$ cat config.mk
export PLATFORM = sky130hd
export DESIGN_NAME = rvv_decode_seq_flat
export DESIGN_NICKNAME = d
export VERILOG_FILES = /design/src/rtl/rvv_decode_seq_if.sv /design/src/rtl/rvv_decode_seq.sv /design/src/flat_wrapper.sv
export SDC_FILE = /design/constraint.sdc
export NUM_CORES = 1
export LEC_CHECK = 0
export CORE_AREA = 2 2 137 139
export DETAILED_ROUTE_END_ITERATION = 10
export DIE_AREA = 0 0 139 141
export PLACE_DENSITY = 0.57
export SYNTH_ARGS = -nofsm -noshare
export SYNTH_HDL_FRONTEND = slang
export SYNTH_SLANG_ARGS = --single-unit
$ cat constraint.sdc
create_clock -name clk -period 4.85 [get_ports clk]
set_input_delay 1.2125 -clock clk [delete_from_list [all_inputs] [get_ports clk]]
set_output_delay 1.2125 -clock clk [all_outputs]
set_load 0.005 [all_outputs]
$ cat src/rtl/rvv_decode_seq_if.sv
// rvv_decode_seq_if: Command Queue / Uops Queue side signals of the decode sequencer.
interface rvv_decode_seq_if #(
  parameter int NUM_DE_UOP = 4,
  parameter int MAX_UOP = 8,
  parameter int INST_W = 64,
  parameter int IDX_W = $clog2(MAX_UOP)
);
  logic inst_valid_cq2de;
  logic [INST_W-1:0] inst_cq2de;
  logic [IDX_W:0] inst_uop_num_cq2de;
  logic inst_vill_cq2de;
  logic inst_pop_de2cq;
  logic [$clog2(NUM_DE_UOP):0] uq_free_uq2de;
  logic flush;
  logic [NUM_DE_UOP-1:0] uop_valid_de2uq;
  logic [NUM_DE_UOP-1:0][INST_W-1:0] uop_inst_de2uq;
  logic [NUM_DE_UOP-1:0][IDX_W-1:0] uop_index_de2uq;
  logic [NUM_DE_UOP-1:0] uop_last_de2uq;
  logic illegal_drop;
  modport master (
    output inst_valid_cq2de, inst_cq2de, inst_uop_num_cq2de, inst_vill_cq2de, uq_free_uq2de, flush,
    input inst_pop_de2cq, uop_valid_de2uq, uop_inst_de2uq, uop_index_de2uq, uop_last_de2uq, illegal_drop
  );
  modport slave (
    input inst_valid_cq2de, inst_cq2de, inst_uop_num_cq2de, inst_vill_cq2de, uq_free_uq2de, flush,
    output inst_pop_de2cq, uop_valid_de2uq, uop_inst_de2uq, uop_index_de2uq, uop_last_de2uq, illegal_drop
  );
endinterface

$ cat src/rtl/rvv_decode_seq.sv
// rvv_decode_seq: splits the head command into uops for the Uops Queue, up to NUM_DE_UOP per cycle.
// Define RVV_DECODE_SEQ_ILLEGAL_CNT_EN to add the saturating illegal_cnt port.
module rvv_decode_seq #(
  parameter int NUM_DE_UOP = 4,
  parameter int MAX_UOP = 8,
  parameter int INST_W = 64,
  parameter int IDX_W = $clog2(MAX_UOP)
) (
  input logic clk,
  input logic rst,
`ifdef RVV_DECODE_SEQ_ILLEGAL_CNT_EN
  output logic [15:0] illegal_cnt,
`endif
  rvv_decode_seq_if.slave bus
);
  localparam int CW = IDX_W + 1;
  logic [IDX_W-1:0] idx_base, idx_next;
  logic [CW-1:0] num, remain, free_c, n;
  logic legal, go, done, drop;
  assign num = bus.inst_uop_num_cq2de;
  assign legal = !bus.inst_vill_cq2de && num != '0 && num <= CW'(MAX_UOP);
  assign free_c = CW'(bus.uq_free_uq2de) > CW'(NUM_DE_UOP) ? CW'(NUM_DE_UOP) : CW'(bus.uq_free_uq2de);
  assign remain = num - CW'(idx_base);
  assign n = remain < free_c ? remain : free_c;
  assign go = !rst && !bus.flush && bus.inst_valid_cq2de && legal;
  // illegal commands are only discarded from IDLE; mid-split they are a protocol error
  assign drop = !rst && !bus.flush && bus.inst_valid_cq2de && !legal && idx_base == '0;
  assign done = go && n == remain;
  always_ff @(posedge clk)
    if (rst) idx_base <= '0;
    else idx_base <= idx_next;
  always_comb begin
    idx_next = bus.flush || done ? '0 : go ? idx_base + n[IDX_W-1:0] : idx_base;
  end
  always_comb begin
    bus.inst_pop_de2cq = done || drop;
    bus.illegal_drop = drop;
    for (int i = 0; i < NUM_DE_UOP; i++) begin
      bus.uop_valid_de2uq[i] = go && CW'(i) < n;
      bus.uop_inst_de2uq[i] = bus.inst_cq2de;
      bus.uop_index_de2uq[i] = idx_base + IDX_W'(i);
      bus.uop_last_de2uq[i] = go && CW'(i) < n && CW'(idx_base) + CW'(i) == num - CW'(1);
    end
  end
`ifdef RVV_DECODE_SEQ_ILLEGAL_CNT_EN
  always_ff @(posedge clk)
    if (rst) illegal_cnt <= '0;
    else if (drop && illegal_cnt != 16'hffff) illegal_cnt <= illegal_cnt + 16'd1;
`endif
`ifdef ASSERT_ON
  logic [INST_W-1:0] inst_q;
  logic [CW-1:0] num_q;
  always_ff @(posedge clk) begin
    inst_q <= bus.inst_cq2de;
    num_q <= num;
    if (!rst && drop) $error("illegal instruction discarded");
    if (!rst && idx_base != '0 && !bus.inst_valid_cq2de) $error("inst_valid_cq2de dropped mid-split");
    if (!rst && idx_base != '0 && (bus.inst_cq2de != inst_q || num != num_q)) $error("instruction changed mid-split");
  end
`endif
endmodule

$ cat src/flat_wrapper.sv
// flat-port wrapper written by rule: the top's interface ports become plain ports
module rvv_decode_seq_flat 
#(
  parameter int NUM_DE_UOP = 4,
  parameter int MAX_UOP = 8,
  parameter int INST_W = 64,
  parameter int IDX_W = $clog2(MAX_UOP)
)
  (clk, rst, bus_inst_valid_cq2de, bus_inst_cq2de, bus_inst_uop_num_cq2de, bus_inst_vill_cq2de, bus_uq_free_uq2de, bus_flush, bus_inst_pop_de2cq, bus_uop_valid_de2uq, bus_uop_inst_de2uq, bus_uop_index_de2uq, bus_uop_last_de2uq, bus_illegal_drop);
  rvv_decode_seq_if #(.NUM_DE_UOP(NUM_DE_UOP), .MAX_UOP(MAX_UOP), .INST_W(INST_W), .IDX_W(IDX_W)) bus_i ();
  input logic clk;
  input logic rst;
  input wire logic [$bits(bus_i.inst_valid_cq2de)-1:0] bus_inst_valid_cq2de;
  input wire logic [$bits(bus_i.inst_cq2de)-1:0] bus_inst_cq2de;
  input wire logic [$bits(bus_i.inst_uop_num_cq2de)-1:0] bus_inst_uop_num_cq2de;
  input wire logic [$bits(bus_i.inst_vill_cq2de)-1:0] bus_inst_vill_cq2de;
  input wire logic [$bits(bus_i.uq_free_uq2de)-1:0] bus_uq_free_uq2de;
  input wire logic [$bits(bus_i.flush)-1:0] bus_flush;
  output wire logic [$bits(bus_i.inst_pop_de2cq)-1:0] bus_inst_pop_de2cq;
  output wire logic [$bits(bus_i.uop_valid_de2uq)-1:0] bus_uop_valid_de2uq;
  output wire logic [$bits(bus_i.uop_inst_de2uq)-1:0] bus_uop_inst_de2uq;
  output wire logic [$bits(bus_i.uop_index_de2uq)-1:0] bus_uop_index_de2uq;
  output wire logic [$bits(bus_i.uop_last_de2uq)-1:0] bus_uop_last_de2uq;
  output wire logic [$bits(bus_i.illegal_drop)-1:0] bus_illegal_drop;
  assign bus_i.inst_valid_cq2de = bus_inst_valid_cq2de;
  assign bus_i.inst_cq2de = bus_inst_cq2de;
  assign bus_i.inst_uop_num_cq2de = bus_inst_uop_num_cq2de;
  assign bus_i.inst_vill_cq2de = bus_inst_vill_cq2de;
  assign bus_i.uq_free_uq2de = bus_uq_free_uq2de;
  assign bus_i.flush = bus_flush;
  assign bus_inst_pop_de2cq = bus_i.inst_pop_de2cq;
  assign bus_uop_valid_de2uq = bus_i.uop_valid_de2uq;
  assign bus_uop_inst_de2uq = bus_i.uop_inst_de2uq;
  assign bus_uop_index_de2uq = bus_i.uop_index_de2uq;
  assign bus_uop_last_de2uq = bus_i.uop_last_de2uq;
  assign bus_illegal_drop = bus_i.illegal_drop;
  rvv_decode_seq #(.NUM_DE_UOP(NUM_DE_UOP), .MAX_UOP(MAX_UOP), .INST_W(INST_W), .IDX_W(IDX_W)) u_core (.clk(clk), .rst(rst), .bus(bus_i));
endmodule
==> impl_metrics.yaml <==
run_status:
  outcome: "complete, but fails checks"
  violations: "negative setup slack"
synth:
  ys_seq_elements: 3
  netlist_instances: 371
  yosys.cell_types.count: 39
  syn_area_um2: 2830
  syn_nets: 462
  synth_seq_area_share_pct: 2.12
  avgSynthCellArea_um2: 7.63
  yosysWarnings: 0
global_routing:
  grt_pass1_wl_mm: 9.07
  grt_start_max_net_pins: 9
  grt_pass1_vias: 1478
  grt.busiest_layer: "met4"
  use_met3_pct: 3.36
  grt_use_met2_pct: 7.73
  gr-total-overflow: 0
  antenna_found_initial: 2
  grt_usage_pct: 6.16
  gr-usage-met1_pct: 5.87
final_layout:
  drive_gt1_share_pct: 49.0
  area_delta_synth_final_pct: -22.7
  final_area_um2: 2190
  top_register: "u_core.idx_base"
  final_nets: 294
  reg_top3: "u_core.idx_base (3)"
  largest_reg_flops: 3
  fin_util_pct: 12.0
  fillers: 2118
  layoutNonFillerInstCount: 437
sta:
  final_max_slew_viol_count: 0
  tightest_slew_ns: 0.628
  slew-limit-headroom_pct: 58.0
  fin_skew_ns: 0.00153
  fin_crit_sh_pct: 104
  finalSetupViolations: 6
  hold_viol: 0
  fin_tns_setup_ns: -0.664
  grt_setup_unrepaired: "true"
  worst_slack_ns: -0.178
  fmax_mhz: 199
  period_needed_ns: 5.03
placement:
  port_buffers: 33
  placedInstanceArea_um2: 1830
  dp_hpwl_mm: 5.26
  placed_cells: 418
  gp_routability_congestion: 0.697
worst_setup_path:
  r2r_cells: 16
  reg2reg_from: "u_core.idx_base[0]"
  crit_arrival_ns: 3.82
  path_cells: "buf_6 > inv_4 > ha_4 > inv_2 > fa_2 > xor2_2 > ha_4 > a21oi_4 > o21ai_4 > nor3_4 > mux2i_4 > buf_6 > nor3_4 > buf_4 > nor4_1 > buf_2"
  slowest_stage: "fa_2"
  crit_path_end_kind: "output pin"
  critPathMaxFanout: 3
  worst-setup-path-type: "in -> out"
  rrSetupSlack_ns: 1.28
  crit_path_start_kind: "input port"
  crit_required_ns: 3.64
  critPathMaxStageDelay_ns: 0.34
  r2r-end: "u_core.idx_base[2]"
floorplan:
  start_util_pct: 15.5
  dieArea_um2: 19600
  core_area_um2: 18300
  fp.dieH_um: 141
  ios: 354
  fp-row-count: 50
  die_x_um: 139
clock_network:
  htree_levels: 1
  cts_sinks: 3
  clk_pin_slew_ns: 0.03
  cts_buffers: 3
  insertion_delay_ns: 0.22
  cts.hold.buffers_added: 0
  cts_tree: "done"
  root_buffer: "clkbuf_16"
  clk_path_buf_depth: 2
pwr:
  ir_drop_mv: 0.117
  p_leak_uw: 0.000872
  powerDensity_nw_per_um2: 147
route:
  dr_total_vias: 1305
  ant_nets: 0
  avgRoutedWirePerCell_um: 14.6
  wl_mm: 6.39
  drt-initial-drc-count: 41
  avgViaCountPerCell: 2.99
  drt_first_pass_iters: 4
  drc: 0
hold_path:
  whs_endpoint: "u_core.idx_base[2]"
  hold_path.startpoint: "u_core.idx_base[2]"
  hold_path_class: "reg -> reg"
  min_delay_path_depth: 3
run:
  drv_cap: 0
==> report_power, final <==
part	internal, uW	switching, uW	leakage, uW
clock network	108	22.3	0.0000382
logic	93.2	73.3	0.000810
registers	25.0	0.0915	0.0000242
total	227	95.7	0.000872
==> critical path: cells and delay by family <==
family	cells	cell delay, ns
fa+ha+maj	3	0.71
compound gates	2	0.23
buf+inv	6	0.60
mux	1	0.34
xor+xnor	1	0.22
simple gates	3	0.50
==> cell usage in the layout (no fill, tap or decap), drive strengths merged, types with 2 or more instances in the layout <==
cell	netlist	final
buf	260	62
clkdlybuf4s50	0	21
ha	13	13
xnor2	10	10
inv	10	10
nand2	9	9
xor2	8	8
nor2	8	8
nor3	6	6
a21oi	6	6
clkbuf	1	6
nand4	3	3
dfxtp	3	3
nor4b	3	3
and3b	2	2
mux2i	2	2
a211o	2	2
nand3	2	2
nor4	2	2
and2	2	2
dlygate4sd2	0	2
o31ai	2	2
nand2b	2	2
fa	2	2
==> Yosys cell counts (all sizes together) <==
master / n / area share [%]
nor4: 2 / 0.44
nand2: 9 / 1.2
or3b: 1 / 0.31
dfxtp: 3 / 2.1
nor2: 8 / 1.1
a2111o: 1 / 0.40
clkbuf: 1 / 0.13
or3: 1 / 0.22
and3b: 2 / 0.62
and4b: 1 / 0.35
mux2i: 2 / 0.71
o211ai: 1 / 0.27
buf: 260 / 69
a211o: 2 / 0.62
o31ai: 2 / 0.53
nand3b: 1 / 0.40
nor4b: 3 / 1.1
ha: 13 / 5.7
a221oi: 1 / 0.31
nand4: 3 / 0.66
xnor2: 10 / 3.1
nor2b: 1 / 0.31
o21ai: 1 / 0.57
and2: 2 / 0.44
nand3: 2 / 0.35
xor2: 8 / 2.5
nand2b: 2 / 0.44
fa: 2 / 1.4
a21o: 1 / 0.27
a21oi: 6 / 1.2
nand4b: 1 / 0.31
inv: 10 / 1.3
or2: 1 / 0.22
a21boi: 1 / 0.27
nor3: 6 / 1.2
==> per-layer routing <==
layer  share of wire, %  vias up
met5                  0        -
met4                 14        0
met3                 16      100
met2                 38       92
met1                 32      537
li1                   -      576
==> final cells by class <==
type | instances | area, um2 | area share [%]
diodes | 1 | 2.50 | 0.114
well taps | 234 | 293 | 13.4
clock buffers | 4 | 78.8 | 3.60
multi-input cells | 97 | 983 | 45.0
repair buffers | 88 | 729 | 33.4
flip-flops and latches | 3 | 60.1 | 2.75
inverters | 10 | 40.0 | 1.83
==> cells by family after synthesis <==
group                    count (synthesis)  synth area share (%)
AO/OA/AOI/OAI                           16                  4.42
AND/OR/NAND/NOR                         46                  9.73
multiplexers                             2                 0.707
flip-flops                               3                  2.12
adder cells (fa/ha/maj)                 15                  7.16
buffers and inverters                  271                  70.3
XOR/XNOR                                18                  5.57
==> through the flow <==
stage                     hold slack (ns)  power [uW]  setup slack (ns)
after floorplan                     0.550         252           0.00242
after global placement              0.564         137            -0.992
after detailed placement            0.583         139             -1.03
after CTS                           0.626         308            -0.355
after global routing                0.661         345            -0.287
final                               0.629         322            -0.178
==> worst max path at each step <==
stage	slack, ns	cells past startpoint	start	endpoint
6_report	-0.18	16	bus_inst_uop_num_cq2de[0]	bus_uop_last_de2uq[0]
5_1_grt	-0.29	15	bus_inst_uop_num_cq2de[0]	bus_uop_last_de2uq[2]
2_1_floorplan	0.002	12	bus_inst_uop_num_cq2de[0]	bus_uop_last_de2uq[2]
4_1_cts	-0.36	15	bus_inst_uop_num_cq2de[0]	bus_uop_last_de2uq[2]
3_5_place_dp	-1.03	14	bus_inst_uop_num_cq2de[0]	bus_uop_last_de2uq[2]
3_3_place_gp	-0.99	14	bus_inst_uop_num_cq2de[0]	bus_uop_last_de2uq[2]
==> repair_timing <==
| action | 4_1_cts | 5_1_grt |
|---|---|---|
| endpoints found under the setup margin | 10 | 9 |
| gates resized for setup | 58 | 25 |
| pin swaps | 15 | 8 |
| setup buffers | 12 | 4 |
(Power assumes the default switching activity.)
